[config.mk]
export PLATFORM = sky130hd
export DESIGN_NAME = code_lock_ctrl
export DESIGN_NICKNAME = d
export VERILOG_FILES = /design/src/rtl/code_lock_ctrl.sv
export SDC_FILE = /design/constraint.sdc
export NUM_CORES = 1
export LEC_CHECK = 0
export BUFFER_PORTS_ARGS = -buffer_cell sky130_fd_sc_hd__buf_4
export CORE_ASPECT_RATIO = 1.25
export CORE_MARGIN = 2
export CORE_UTILIZATION = 56
export CTS_CLUSTER_SIZE = 14
export DETAILED_ROUTE_END_ITERATION = 6
export PLACE_DENSITY = 0.87
export SLEW_MARGIN = 10
export SYNTH_ARGS = -nofsm -noshare
export SYNTH_HDL_FRONTEND = slang
export SYNTH_SLANG_ARGS = --single-unit
[constraint.sdc]
create_clock -name clk -period 2.36 [get_ports clk]
set_input_delay 0.354 -clock clk [delete_from_list [all_inputs] [get_ports clk]]
set_output_delay 0.354 -clock clk [all_outputs]
set_load 0.05 [all_outputs]
[src/rtl/code_lock_ctrl.sv]
// code_lock_ctrl
//   Four-digit code-lock controller. Keypad nibbles are accepted one at a
//   time; each latched digit is presented on cmp_a next to the key nibble for
//   the current position on cmp_b, and the external comparator's cmp_eq is
//   sampled one cycle later. A sticky mismatch flag collects per-digit results
//   so that only the whole-code outcome is visible: open the lock, or count a
//   failure and, after MAX_TRIES consecutive failures, enter a timed lockout.
//
// Ports
//   clk          in   rising-edge clock
//   reset_n      in   asynchronous active-low reset
//   digit_valid  in   keypad digit present on digit
//   digit[3:0]   in   keypad nibble
//   clear        in   abort entry / relock early while open
//   digit_ready  out  a digit can be accepted this cycle
//   cmp_a[3:0]   out  latched entered digit, to comparator
//   cmp_b[3:0]   out  key nibble for current position, to comparator
//   cmp_eq       in   comparator equality result (combinational)
//   unlocked     out  lock is open
//   locked_out   out  lockout active, input ignored
//   fail_pulse   out  one-cycle strobe for a rejected code
//   fail_count   out  consecutive failures so far
module code_lock_ctrl #(
  parameter logic [15:0] KEY            = 16'h2612,
  parameter int          MAX_TRIES      = 3,
  parameter int          OPEN_CYCLES    = 8,
  parameter int          LOCKOUT_CYCLES = 16
) (
  input  logic       clk,
  input  logic       reset_n,
  input  logic       digit_valid,
  input  logic [3:0] digit,
  input  logic       clear,
  output logic       digit_ready,
  output logic [3:0] cmp_a,
  output logic [3:0] cmp_b,
  input  logic       cmp_eq,
  output logic       unlocked,
  output logic       locked_out,
  output logic       fail_pulse,
  output logic [2:0] fail_count
);

  localparam logic [2:0]  MAX_TRIES_L = 3'(MAX_TRIES);
  localparam logic [15:0] OPEN_L      = 16'(OPEN_CYCLES);
  localparam logic [15:0] LOCKOUT_L   = 16'(LOCKOUT_CYCLES);

  typedef enum logic [1:0] {
    ENTRY   = 2'd0,
    CHECK   = 2'd1,
    OPEN    = 2'd2,
    LOCKOUT = 2'd3
  } state_t;

  state_t      r_state, w_state_nxt;
  logic [1:0]  r_pos, w_pos_nxt;
  logic        r_mism, w_mism_nxt;
  logic [2:0]  r_fail_cnt, w_fail_nxt;
  logic [15:0] r_timer, w_timer_nxt;
  logic [3:0]  r_cmp_a, w_cmp_a_nxt;
  logic        r_fail_pulse, w_fail_pulse_nxt;

  // Mismatch including the digit being checked this cycle; the sticky flag
  // alone would miss a wrong final digit.
  logic        w_mism_eff;
  logic [2:0]  w_fail_inc;

  assign w_mism_eff = r_mism | ~cmp_eq;
  assign w_fail_inc = r_fail_cnt + 3'd1;

  always_ff @(posedge clk or negedge reset_n) begin
    if (!reset_n) begin
      r_state      <= ENTRY;
      r_pos        <= 2'd0;
      r_mism       <= 1'b0;
      r_fail_cnt   <= 3'd0;
      r_timer      <= 16'd0;
      r_cmp_a      <= 4'd0;
      r_fail_pulse <= 1'b0;
    end else begin
      r_state      <= w_state_nxt;
      r_pos        <= w_pos_nxt;
      r_mism       <= w_mism_nxt;
      r_fail_cnt   <= w_fail_nxt;
      r_timer      <= w_timer_nxt;
      r_cmp_a      <= w_cmp_a_nxt;
      r_fail_pulse <= w_fail_pulse_nxt;
    end
  end

  always_comb begin
    w_state_nxt      = r_state;
    w_pos_nxt        = r_pos;
    w_mism_nxt       = r_mism;
    w_fail_nxt       = r_fail_cnt;
    w_timer_nxt      = r_timer;
    w_cmp_a_nxt      = r_cmp_a;
    w_fail_pulse_nxt = 1'b0;

    case (r_state)
      ENTRY: begin
        // clear wins over a digit presented in the same cycle
        if (clear) begin
          w_pos_nxt  = 2'd0;
          w_mism_nxt = 1'b0;
        end else if (digit_valid) begin
          w_cmp_a_nxt = digit;
          w_state_nxt = CHECK;
        end
      end

      CHECK: begin
        w_state_nxt = ENTRY;
        if (clear) begin
          w_pos_nxt  = 2'd0;
          w_mism_nxt = 1'b0;
        end else if (r_pos != 2'd3) begin
          w_mism_nxt = w_mism_eff;
          w_pos_nxt  = r_pos + 2'd1;
        end else begin
          w_pos_nxt  = 2'd0;
          w_mism_nxt = 1'b0;
          if (!w_mism_eff) begin
            w_state_nxt = OPEN;
            w_fail_nxt  = 3'd0;
            w_timer_nxt = OPEN_L;
          end else if (w_fail_inc < MAX_TRIES_L) begin
            w_fail_nxt       = w_fail_inc;
            w_fail_pulse_nxt = 1'b1;
          end else begin
            w_state_nxt      = LOCKOUT;
            w_fail_nxt       = MAX_TRIES_L;
            w_timer_nxt      = LOCKOUT_L;
            w_fail_pulse_nxt = 1'b1;
          end
        end
      end

      OPEN: begin
        w_timer_nxt = r_timer - 16'd1;
        if (clear || r_timer == 16'd1) begin
          w_state_nxt = ENTRY;
        end
      end

      LOCKOUT: begin
        w_timer_nxt = r_timer - 16'd1;
        if (r_timer == 16'd1) begin
          w_state_nxt = ENTRY;
          w_fail_nxt  = 3'd0;
        end
      end

      default: w_state_nxt = ENTRY;
    endcase
  end

  always_comb begin
    case (r_pos)
      2'd0:    cmp_b = KEY[15:12];
      2'd1:    cmp_b = KEY[11:8];
      2'd2:    cmp_b = KEY[7:4];
      default: cmp_b = KEY[3:0];
    endcase
  end

  assign digit_ready = (r_state == ENTRY);
  assign unlocked    = (r_state == OPEN);
  assign locked_out  = (r_state == LOCKOUT);
  assign cmp_a       = r_cmp_a;
  assign fail_pulse  = r_fail_pulse;
  assign fail_count  = r_fail_cnt;

endmodule

==> results of run 1 <==
==> per-layer routing <==
layer / global-route usage (%) / up-vias / wire, um
li1: - / 691 / -
met1: 26.7 / 671 / 1450
met2: 40.9 / 36 / 1990
met3: 6.68 / 7 / 131
met4: 10.3 / 0 / 51
met5: 0 / - / 0
==> synthesized netlist by cell type (all sizes together) <==
| cell type | count | area share, % |
|---|---|---|
| and3b | 1 | 0.53 |
| a31o | 1 | 0.53 |
| nand3 | 3 | 0.91 |
| nor4 | 5 | 2.3 |
| a211oi | 1 | 0.45 |
| o41ai | 1 | 0.53 |
| nand4 | 1 | 0.38 |
| o2bb2ai | 1 | 0.53 |
| dfrtp | 29 | 44 |
| o31ai | 10 | 4.5 |
| nor3b | 1 | 0.45 |
| nor2b | 5 | 1.9 |
| clkbuf | 6 | 1.4 |
| xnor2 | 2 | 1.1 |
| a22oi | 1 | 0.45 |
| or4 | 11 | 5.2 |
| conb | 1 | 0.23 |
| a22o | 1 | 0.53 |
| inv | 8 | 1.8 |
| o21ai | 8 | 2.4 |
| o41a | 1 | 0.68 |
| xor2 | 3 | 1.6 |
| o22ai | 2 | 0.76 |
| mux2 | 7 | 4.8 |
| nand2 | 8 | 1.8 |
| buf | 2 | 0.76 |
| nand4bb | 1 | 0.68 |
| nand2b | 4 | 1.5 |
| a21oi | 16 | 4.8 |
| nand3b | 2 | 0.91 |
| or4b | 1 | 0.61 |
| ha | 7 | 5.3 |
| a31oi | 1 | 0.38 |
| nor2 | 12 | 2.7 |
| nor4b | 2 | 1.1 |
| or3 | 2 | 0.76 |
| nor3 | 3 | 0.91 |
==> power by group through the flow <==
stage | Combinational [W] | Sequential [W] | Clock [W]
after detailed placement | 0.000443 | 0.000634 | 0
after CTS | 0.000446 | 0.000624 | 0.000313
after global placement | 0.000424 | 0.000628 | 0
after global routing | 0.000485 | 0.000636 | 0.000333
after floorplan | 0.000259 | 0.000680 | 0
final | 0.000443 | 0.000626 | 0.000306
==> worst paths after layout <==
check,slack (ns),start,cells past startpoint,end
min reg2reg,0.53,cmp_a[3],1,cmp_a[3]
max,0.23,fail_count[0],5,r_timer[9]
max in group asynchronous,1.60,reset_n,2,r_timer[12]
max reg2reg,0.23,fail_count[0],5,r_timer[9]
min,0.27,digit[3],2,cmp_a[3]
min in group asynchronous,0.47,reset_n,2,r_timer[10]
==> worst max-delay path, stage by stage (launching register included) <==
cell     delay, ns
dfrtp_1       0.44
ha_1          0.27
xor2_1        0.37
nor4_4        0.17
or4b_2        0.67
a21oi_1       0.17
==> final cells by class <==
class	instances	area, sq um
multi-input cells	126	872
repair buffers	30	228
clock buffers	6	51.3
inverters	8	30.0
well taps	36	45.0
clock inverters	1	7.51
fillers	225	931
flip-flops and latches	29	726
==> registers in the layout (all words and copies together) (netlist names) <==
signal,count
r_timer,16
r_mism,1
fail_pulse,1
fail_count,3
r_pos,2
cmp_a,4
r_state,2
==> metrics by stage <==
stage	area, sq um	worst slack (ns)
floorplan	1660	0.0908
global placement	1890	0.349
detailed placement	1890	0.234
CTS	1960	0.228
global route	1960	0.0813
finish	1960	0.229
==> kinds of logic (layout without fill, tap and decap cells) <==
logic type | count (synthesis) | in the layout | synth area share (%)
buf+inv | 16 | 45 | 3.93
other cells | 1 | 1 | 0.227
simple gates | 62 | 62 | 22.6
xor+xnor | 5 | 5 | 2.65
fa+ha+maj | 7 | 7 | 5.29
compound gates | 44 | 44 | 16.6
flops | 29 | 29 | 43.9
mux | 7 | 7 | 4.77
==> repair_timing <==
item / 4_1_cts / 5_1_grt
hold buffers: 1 / 0
gates resized for setup: 0 / 0
endpoints found under the hold margin: 29 / 0
==> impl_summary.txt, run 1 <==
----------------------------------------------------
[Placed design]
  HPWL after detailed placement ... 2690 um
  Cell count after placement ... 228
  Count of input and output buffers ... 22
  Placer Congestion ... 0.823

[Setup path]
  CP Launch Type ... flop
  Worst Path Required ... 2.63 ns
  CP endpoint kind ... flop
  Maximum fanout along the worst path ... 19
  Type of the worst setup path ... reg2reg
  Crit path arrival time ... 2.40 ns

[Floorplanning]
  Die outline width ... 52.6 um
  DIE HEIGHT ... 64.8 um
  Number of cell rows ... 22
  Total core area ... 2890 sq um
  Number of top-level pins ... 24
  Initial cell density of the core ... 57.2%
  Overall die area ... 3410 sq um

[Finish]
  Area added between synthesis and finish ... 18.5%
  Final #Nets ... 216
  Post-Layout Cell Count ... 236
  Commonest non-fill, non-tap cells in the layout ... dfrtp_1 (29), buf_4 (29), a21oi_1 (16)
  Final cell utilization of the core ... 67.8%
  Antenna diode count ... 0
  Share of final-layout standard cells stronger than drive strength 1 ... 23.5%

[Synth]
  Sequential fraction of the synthesis area ... 43.9%
  Unique masters post-synth ... 41
  Synthesis warning total ... 0
  Netlist area before placement ... 1650 sq um
  Number of storage elements in the synthesis netlist ... 29
  Mapped Avg Cell Area ... 9.67 sq um
  Synthesized instance count ... 171
  Synthesized netlist net count ... 187

[Global route]
  First-pass GRT wire length ... 5960 um
  Largest net degree at the start of global routing ... 30
  Total congestion overflow after global routing ... 0
  GRT Resource Usage Total ... 23.8%
  Antenna violations before repair ... 0
  Number of global-route vias before repair ... 1377

[STA]
  Relative slew margins ... 48.1%
  Transition at the pin with the smallest max-transition slack ... 0.772 ns
  Clock period minus worst slack ... 2.13 ns
  Worst Hold Margin ... 0.269 ns
  Max-slew violation count ... 0
  Setup TNS ... 0 ns
  RSZ-0062 raised after global routing ... false
  Fmax ... 0.469 GHz
  Post-route fraction of the period consumed by the critical path ... 90.3%
  Setup-violating endpoint count in the final report ... 0
  Hold violation count in the final report ... 0
  Worst clock skew on the final layout ... 0.0206 ns

[Power and ir drop]
  Final Power ... 0.00137 W
  Sequential share of power ... 45.5%
  Comb power frac ... 32.2%
  Power density normalized to cell area ... 702 nW/um^2
  Switch share ... 36.0%
  Internal portion of total power ... 0.000879 W
  Peak supply drop ... 0.000669 V
  Clock Power Share ... 22.3%
  Switching pwr ... 0.000495 W
  Static power due to leakage ... 0.862 nW

[Clocking]
  Number of buffers inserted by post-CTS setup repair ... 0
  Clock-pin transition on the worst setup and hold timing paths ... 0.10 ns
  Later-pin clock latency in the skew report ... 0.33 ns
  Clock tree buffer depth ... 2
  Sink Count ... 29
  Cts bufs inserted ... 5
  Deepest level of the CTS H-tree ... 2
  TritonCTS clock tree ... done
  Buffer type at the clock tree root ... clkbuf_4

[Routing]
  1st-iter DRT viols ... 55
  Via density per instance ... 5.95
  Remaining number of nets flagged by the antenna check after routing ... 0
  Number of iterations in the first detailed-routing pass ... 4
  Drc violations ... 0
  Vias ... 1405
  Routed wire length per instance ... 15.4 um
  Final routed wirelength across all metal layers ... 3630 um

[Run status]
  Run status ... completed

[Worst hold path]
  Min-Delay Path Class ... in2reg

[Job]
  Max cap viols ... 0

----------------------------------------------------
No activity file was read; power rests on OpenSTA's default activity.
==> inputs of run 2 (changes only) <==
ABC_AREA = 1   (was not set)
CELL_PAD_IN_SITES_DETAIL_PLACEMENT = 1   (was not set)
CELL_PAD_IN_SITES_GLOBAL_PLACEMENT = 1   (was not set)
CORE_UTILIZATION = 41   (was 56)
==> impl_summary.txt, run 2 <==
----------------------------------------------------
[Finish]
  Fill cells ... 585 (+160%)
  Largest register FFs ... 16 (unchanged)
  Final cell utilization of the core ... 48.8% (-19 points)
  Antenna diode count ... 0 (unchanged)
  Final #Nets ... 293 (+36%)
  Commonest non-fill, non-tap cells in the layout ... nand2_1 (93), inv_1 (31), dfrtp_1 (29)
  Share of final-layout standard cells stronger than drive strength 1 ... 16.2% (-7.3 points)
  Area added between synthesis and finish ... 16.3%
  Reg with most FFs ... r_timer
  Commonest non-fill, non-tap cell in the layout ... nand2_1

[Floorplanning]
  DIE HEIGHT ... 78.4 um (+21%)
  Initial cell density of the core ... 42.0% (-15 points)
  Overall die area ... 4980 sq um (+46%)
  Number of cell rows ... 27 (+23%)
  Total core area ... 4320 sq um (+50%)
  Die outline width ... 63.5 um (+21%)
  Number of top-level pins ... 24 (unchanged)

[Routing]
  Routed wire length per instance ... 13.3 um (-13%)
  Number of iterations in the first detailed-routing pass ... 4 (unchanged)
  Vias ... 1666 (+19%)
  Remaining number of nets flagged by the antenna check after routing ... 0 (unchanged)
  1st-iter DRT viols ... 51 (-7.3%)
  Drc violations ... 0 (unchanged)
  Final routed wirelength across all metal layers ... 4470 um (+23%)
  Via density per instance ... 4.97 (-16%)

[Synth]
  Unique masters post-synth ... 28 (-32%)
  Ys flop type ... dfrtp_1
  Share of synthesized registers carrying an async set or reset ... 100% (unchanged)
  Simple-gate share of the synthesized area ... 37.0% (+14 points)
  Xor and xnor fraction of the mapped netlist area ... 0.482% (-2.2 points)
  Multiplexer share of the synthesized area ... 2.48% (-2.3 points)
  Netlist area before placement ... 1820 sq um (+9.8%)
  Mapped Avg Cell Area ... 7.23 sq um (-25%)
  Synthesized instance count ... 251 (+47%)
  Synthesis warning total ... 0 (unchanged)
  Cell types occupying the most area after synthesis ... dfrtp_1 (40%), nand2_1 (19%), nand3_1 (7.4%)
  Synth Area in Adders ... 4.82% (-0.47 points)
  Synthesized netlist net count ... 267 (+43%)
  Largest area contributor in the netlist ... dfrtp_1
  Number of storage elements in the synthesis netlist ... 29 (unchanged)
  Compound-gate portion of the synthesized area ... 5.72% (-11 points)
  Largest family of logic cells by synthesized area ... simple AND/OR/NAND/NOR gates
  Top-count cell post-synth ... nand2_1
  Sequential fraction of the synthesis area ... 40.0% (-3.9 points)
  Top-area cell type share of the netlist area ... 40.0% (-3.9 points)
  Number of enable flip-flop cells after synthesis ... 0 (unchanged)
  Top cells by count, synth ... nand2_1 (93), inv_1 (31), dfrtp_1 (29)

[Setup path]
  Sum of buffers and inverters on the critical path ... 2 (+2)
  RR Startpoint ... r_state[1]
  Worst R2R Setup Slack ... 0.73 ns (+0.50 ns)
  Category of cells accounting for the largest share of critical-path delay ... flip-flops
  Slowest CP cell ... dfrtp_1
  Sequence of cells on the critical path ... inv_2, nor2_1, buf_4
  Type of the worst setup path ... reg2out
  Delay contributed by the slowest stage of the critical path ... 0.70 ns (+0.03 ns)
  Maximum fanout along the worst path ... 14 (-5)
  Worst Path Required ... 2.01 ns (-0.62 ns)
  Crit path arrival time ... 1.56 ns (-0.84 ns)
  CP endpoint kind ... primary output
  Destination of the worst register-to-register timing path ... fail_count[0]
  Worst reg-to-reg path cell count ... 5 (unchanged)
  CP Launch Type ... flop

[STA]
  Hold violation count in the final report ... 0 (unchanged)
  Max-slew violation count ... 0 (unchanged)
  Relative slew margins ... 62.1% (+14 points)
  Clock period minus worst slack ... 1.92 ns (-0.213 ns)
  Setup TNS ... 0 ns (unchanged)
  Transition at the pin with the smallest max-transition slack ... 0.568 ns (-0.204 ns)
  Post-route fraction of the period consumed by the critical path ... 81.3% (-9.0 points)
  Worst clock skew on the final layout ... 0.00698 ns (-0.0136 ns)
  RSZ-0062 raised after global routing ... false
  Setup-violating endpoint count in the final report ... 0 (unchanged)
  Fmax ... 0.521 GHz (+11%)

[Placed design]
  Count of input and output buffers ... 22 (unchanged)
  HPWL after detailed placement ... 3300 um (+23%)
  Placer Congestion ... 0.788 (-4.3%)

[Clocking]
  TritonCTS clock tree ... done
  Later-pin clock latency in the skew report ... 0.29 ns (-0.04 ns)
  Deepest level of the CTS H-tree ... 2 (unchanged)
  Number of buffers inserted by post-CTS setup repair ... 0 (unchanged)
  Post-CTS Resized ... 0 (unchanged)
  Clock-pin transition on the worst setup and hold timing paths ... 0.06 ns (-0.04 ns)
  Cts hold-fix bufs ... 1 (unchanged)
  Cts bufs inserted ... 5 (unchanged)
  Sink Count ... 29 (unchanged)
  Buffer type at the clock tree root ... clkbuf_8
  Clock tree buffer depth ... 2 (unchanged)

[Run status]
  Run status ... completed

[Power and ir drop]
  Static power due to leakage ... 1.08 nW (+26%)
  Power density normalized to cell area ... 449 nW/um^2 (-36%)
  Peak supply drop ... 0.000433 V (-35%)

[Worst hold path]
  Worst hold stages ... 2 (unchanged)
  Terminating pin of the worst hold path ... cmp_a[0]
  Min-Delay Path Class ... in2reg
  Worst hold path startpoint ... digit[0]

[Global route]
  Antenna violations before repair ... 0 (unchanged)
  GRT Resource Usage Total ... 20.6% (-3.1 points)
  Total congestion overflow after global routing ... 0 (unchanged)
  Number of global-route vias before repair ... 1819 (+32%)
  Largest net degree at the start of global routing ... 30 (unchanged)
  First-pass GRT wire length ... 8000 um (+34%)

[Job]
  Max cap viols ... 0 (unchanged)

----------------------------------------------------
==> run 2: cell types whose count changed in the layout (fill, tap and decap cells not counted), sizes merged, moves of 4 or more <==
cell	previous run	this run
a21oi	16	4
buf	29	23
inv	8	33
nand2	8	94
nand2b	4	0
nand3	3	28
nor2	12	26
nor2b	5	0
nor4	5	0
o31ai	10	0
or4	11	0
==> run 2: area by class of cell <==
class                      instances  area (sq um)  area share, %
timing repair buffer              24           183           8.65
sequential                        29           726           34.4
multi-input combinational        184           921           43.6
inverter                          33           124           5.86
clock buffer                       7          86.3           4.09
tap                               58          72.6           3.44
==> run 2: report_power, final <==
part / internal [W] / switching [W] / leakage (nW)
sequential: 0.000497 / 0 / 0.318
combinational: 0.0000104 / 0.0000198 / 0.721
clock: 0.000231 / 0.000190 / 0.0443
==> run 2: worst reg2reg max path, delay by kind of cell, from the launching register on <==
family	cells	cell delay, ns
flops	1	0.70
compound gates	1	0.36
buf+inv	1	0.24
simple gates	3	0.23
==> run 2: per-stage QoR <==
stage	area (sq um)	instances	power (W)	hold WS [ns]	worst slack, ns
final	2110	335	0.000948	0.288	0.442
after global routing	2110	335	0.000986	0.285	0.364
after CTS	2110	335	0.000966	0.281	0.417
after detailed placement	2020	327	0.000536	0.306	0.715
after global placement	2020	327	0.000536	0.305	0.763
after floorplan	1820	251	0.000515	0.0584	0.724
==> run 2: per-layer routing <==
metal | vias up | GRT usage (%) | part of all wire, %
met5 | - | 0 | 0
met4 | 0 | 9.78 | 2.0
met3 | 8 | 3.87 | 2.4
met2 | 20 | 38.8 | 56
met1 | 804 | 21.8 | 40
li1 | 834 | - | -
==> run 2: cells by family after synthesis <==
group | after synthesis
multiplexers | 4
buffers and inverters | 38
AO/OA/AOI/OAI | 17
AND/OR/NAND/NOR | 154
adder cells (fa/ha/maj) | 7
flip-flops | 29
XOR/XNOR | 1
other | 1
==> run 2: how the worst max path moves through the flow <==
| stage | from | to | slack [ns] | depth (start not counted) |
|---|---|---|---|---|
| after floorplan | r_state[1] | unlocked | 0.72 | 4 |
| after global placement | r_state[1] | fail_count[1] | 0.76 | 5 |
| after detailed placement | r_state[1] | fail_count[1] | 0.72 | 5 |
| after CTS | r_state[1] | unlocked | 0.42 | 3 |
| after global routing | r_state[1] | unlocked | 0.36 | 3 |
| final | r_state[1] | unlocked | 0.44 | 3 |
==> inputs of run 3 (changes only) <==
ABC_AREA = 0   (was 1)
CORE_UTILIZATION = 39   (was 41)
PLACE_DENSITY = 0.84   (was 0.87)
clock period = 1.7 ns   (was 2.36 ns; I/O delays follow)
==> impl_summary.txt, run 3 (synthesis results as in run 1) <==
----------------------------------------------------
[Global route]
  Largest net degree at the start of global routing ... 30 (unchanged)
  Antenna violations before repair ... 0 (unchanged)
  Number of global-route vias before repair ... 1930 (+6.1%)
  First-pass GRT wire length ... 9830 um (+23%)
  Total congestion overflow after global routing ... 0 (unchanged)
  GRT Resource Usage Total ... 26.9% (+6.3 points)

[Setup path]
  CP endpoint kind ... flop
  Category of cells accounting for the largest share of critical-path delay ... simple AND/OR/NAND/NOR gates
  Crit path arrival time ... 2.22 ns (+0.66 ns)
  Sum of buffers and inverters on the critical path ... 0 (-2)
  Delay contributed by the slowest stage of the critical path ... 0.55 ns (-0.15 ns)
  Type of the worst setup path ... reg2reg
  Worst Path Required ... 1.92 ns (-0.09 ns)
  Maximum fanout along the worst path ... 3 (-11)
  CP most frequent cell ... or4_4
  CP Launch Type ... flop
  Slowest CP cell ... or4_4
  Sequence of cells on the critical path ... or4_4, or4_4, or4_4, a21oi_2

[Power and ir drop]
  Internal portion of total power ... 0.00158 W (+110%)
  Static power due to leakage ... 1.17 nW (+7.9%)
  Peak supply drop ... 0.000645 V (+49%)
  Sequential share of power ... 33.3% (-19 points)
  Power density normalized to cell area ... 958 nW/um^2 (+110%)
  Switching pwr ... 0.000957 W (+360%)
  Switch share ... 37.8% (+16 points)
  Clock Power Share ... 21.6% (-23 points)
  Comb power frac ... 45.1% (+42 points)
  Final Power ... 0.00253 W (+170%)

[Run status]
  Violated checks ... negative setup slack
  Run status ... finished, violations left

[Finish]
  Post-Layout Cell Count ... 305 (-9.0%)
  Commonest non-fill, non-tap cell in the layout ... buf_4
  Largest register FFs ... 16 (unchanged)
  Share of final-layout standard cells stronger than drive strength 1 ... 55.4% (+39 points)
  Final #Nets ... 265 (-9.6%)
  Commonest non-fill, non-tap cells in the layout ... buf_4 (74), dfrtp_1 (26)
  Reg with most FFs ... r_timer
  Antenna diode count ... 0 (unchanged)
  Area added between synthesis and finish ... 59.9%
  Fill cells ... 443 (-24%)

[Clocking]
  Deepest level of the CTS H-tree ... 2 (unchanged)
  TritonCTS clock tree ... done
  Later-pin clock latency in the skew report ... 0.29 ns (about the same)
  Cts bufs inserted ... 5 (unchanged)
  Clock-pin transition on the worst setup and hold timing paths ... 0.06 ns (about the same)
  Sink Count ... 29 (unchanged)
  Clock tree buffer depth ... 2 (unchanged)
  Buffer type at the clock tree root ... clkbuf_8

[Routing]
  1st-iter DRT viols ... 98 (+92%)
  Remaining number of nets flagged by the antenna check after routing ... 0 (unchanged)
  Vias ... 1736 (+4.2%)
  Top layer reached by signal wires ... met4
  Routed wire length per instance ... 21.4 um (+60%)
  Routed met2 length ... 3740 um (+50%)
  Final routed wirelength across all metal layers ... 6510 um (+46%)
  WL met1 ... 2400 um (+35%)
  Detailed-routed wire length on met3 ... 135 um (+26%)
  Via density per instance ... 5.69 (+14%)
  Drc violations ... 0 (unchanged)
  Number of iterations in the first detailed-routing pass ... 4 (unchanged)

[Placed design]
  HPWL after detailed placement ... 3970 um (+20%)
  Post-placement setup slack ... -0.395 ns (-1.11 ns)
  Count of input and output buffers ... 22 (unchanged)
  Placer Congestion ... 0.820 (+4.1%)
  Cell count after placement ... 285 (-13%)

[Floorplanning]
  Total core area ... 4070 sq um (-6.0%)
  DIE HEIGHT ... 76.8 um (-2.0%)
  Number of top-level pins ... 24 (unchanged)
  Overall die area ... 4780 sq um (-4.0%)
  Die outline width ... 62.3 um (-2.0%)
  Number of cell rows ... 26 (-3.7%)
  Initial cell density of the core ... 40.7% (-1.3 points)

[STA]
  Setup-violating endpoint count in the final report ... 14 (+14)
  RSZ-0062 raised after global routing ... true
  Post-route fraction of the period consumed by the critical path ... 118%
  Worst clock skew on the final layout ... 0.00401 ns (-0.00297 ns)
  Hold violation count in the final report ... 0 (unchanged)
  Max-slew violation count ... 0 (unchanged)
  Final worst slack ... -0.300 ns (-0.741 ns)
  Clock period minus worst slack ... 2.00 ns
  Fmax ... 0.500 GHz

[Worst hold path]
  Min-Delay Path Class ... in2reg

[Job]
  Max cap viols ... 0 (unchanged)

----------------------------------------------------
## run 3: changes by cell type in the layout (fill, tap and decap cells not counted), sizes merged, moves of 10 or more
cell | previous run | this run
nand3 | 28 | 3
or4 | 0 | 11
a21oi | 4 | 16
o31ai | 0 | 10
nor2 | 26 | 12
buf | 23 | 78
nand2 | 94 | 8
inv | 33 | 8
## run 3: path summary, 6_finish.rpt
path	cells after the start	start	end	slack, ns
worst max-delay path	4	r_timer[5]	r_timer[11]	-0.30
worst min-delay path	2	digit[2]	cmp_a[2]	0.20
worst max register to register	4	r_timer[5]	r_timer[11]	-0.30
worst min register to register	1	cmp_a[2]	cmp_a[2]	0.51
max in group asynchronous	2	reset_n	fail_count[1]	0.96
min in group asynchronous	2	reset_n	r_timer[8]	0.43
## run 3: power groups by stage
stage	Sequential, W	Clock [W]	Combinational (W)
after floorplan	0.000955	0	0.000394
after global placement	0.000838	0	0.000831
after detailed placement	0.000847	0	0.000903
after CTS	0.000838	0.000555	0.00102
after global routing	0.000850	0.000579	0.00121
final	0.000845	0.000547	0.00114
## run 3: area by class of cell
type / count / area (sq um) / share of cell area, %
flip-flops and latches: 29 / 729 / 27.6
clock inverters: 1 / 5.00 / 0.189
well taps: 56 / 70.1 / 2.65
repair buffers: 79 / 623 / 23.6
multi-input cells: 126 / 1110 / 42.1
clock buffers: 6 / 72.6 / 2.74
inverters: 8 / 30.0 / 1.14
## run 3: metrics by stage
stage / cell area, sq um / TNS (ns) / hold WS, ns / util (%)
global route: 2650 / -2.36 / 0.203 / 65.0
floorplan: 1740 / -1.81 / -0.0406 / -
CTS: 2490 / -1.69 / 0.187 / 61.2
detailed placement: 2270 / -2.95 / 0.205 / 55.8
finish: 2650 / -1.86 / 0.195 / 65.0
global placement: 2270 / -1.55 / 0.200 / 55.8
## run 3: layer usage
| metal | vias to the layer above | global-route usage (%) |
|---|---|---|
| li1 | 790 | - |
| met1 | 884 | 26.6 |
| met2 | 44 | 51.8 |
| met3 | 18 | 4.55 |
| met4 | 0 | 15.8 |
| met5 | - | 0 |
## run 3: repair_timing
action                                  4_1_cts  5_1_grt
endpoints found under the setup margin       20       27
setup buffers                                 6       10
gates cloned                                  0        0
gates resized for setup                      23       22
pin swaps                                    14        4
endpoints found under the hold margin        29        0
hold buffers                                  1        0
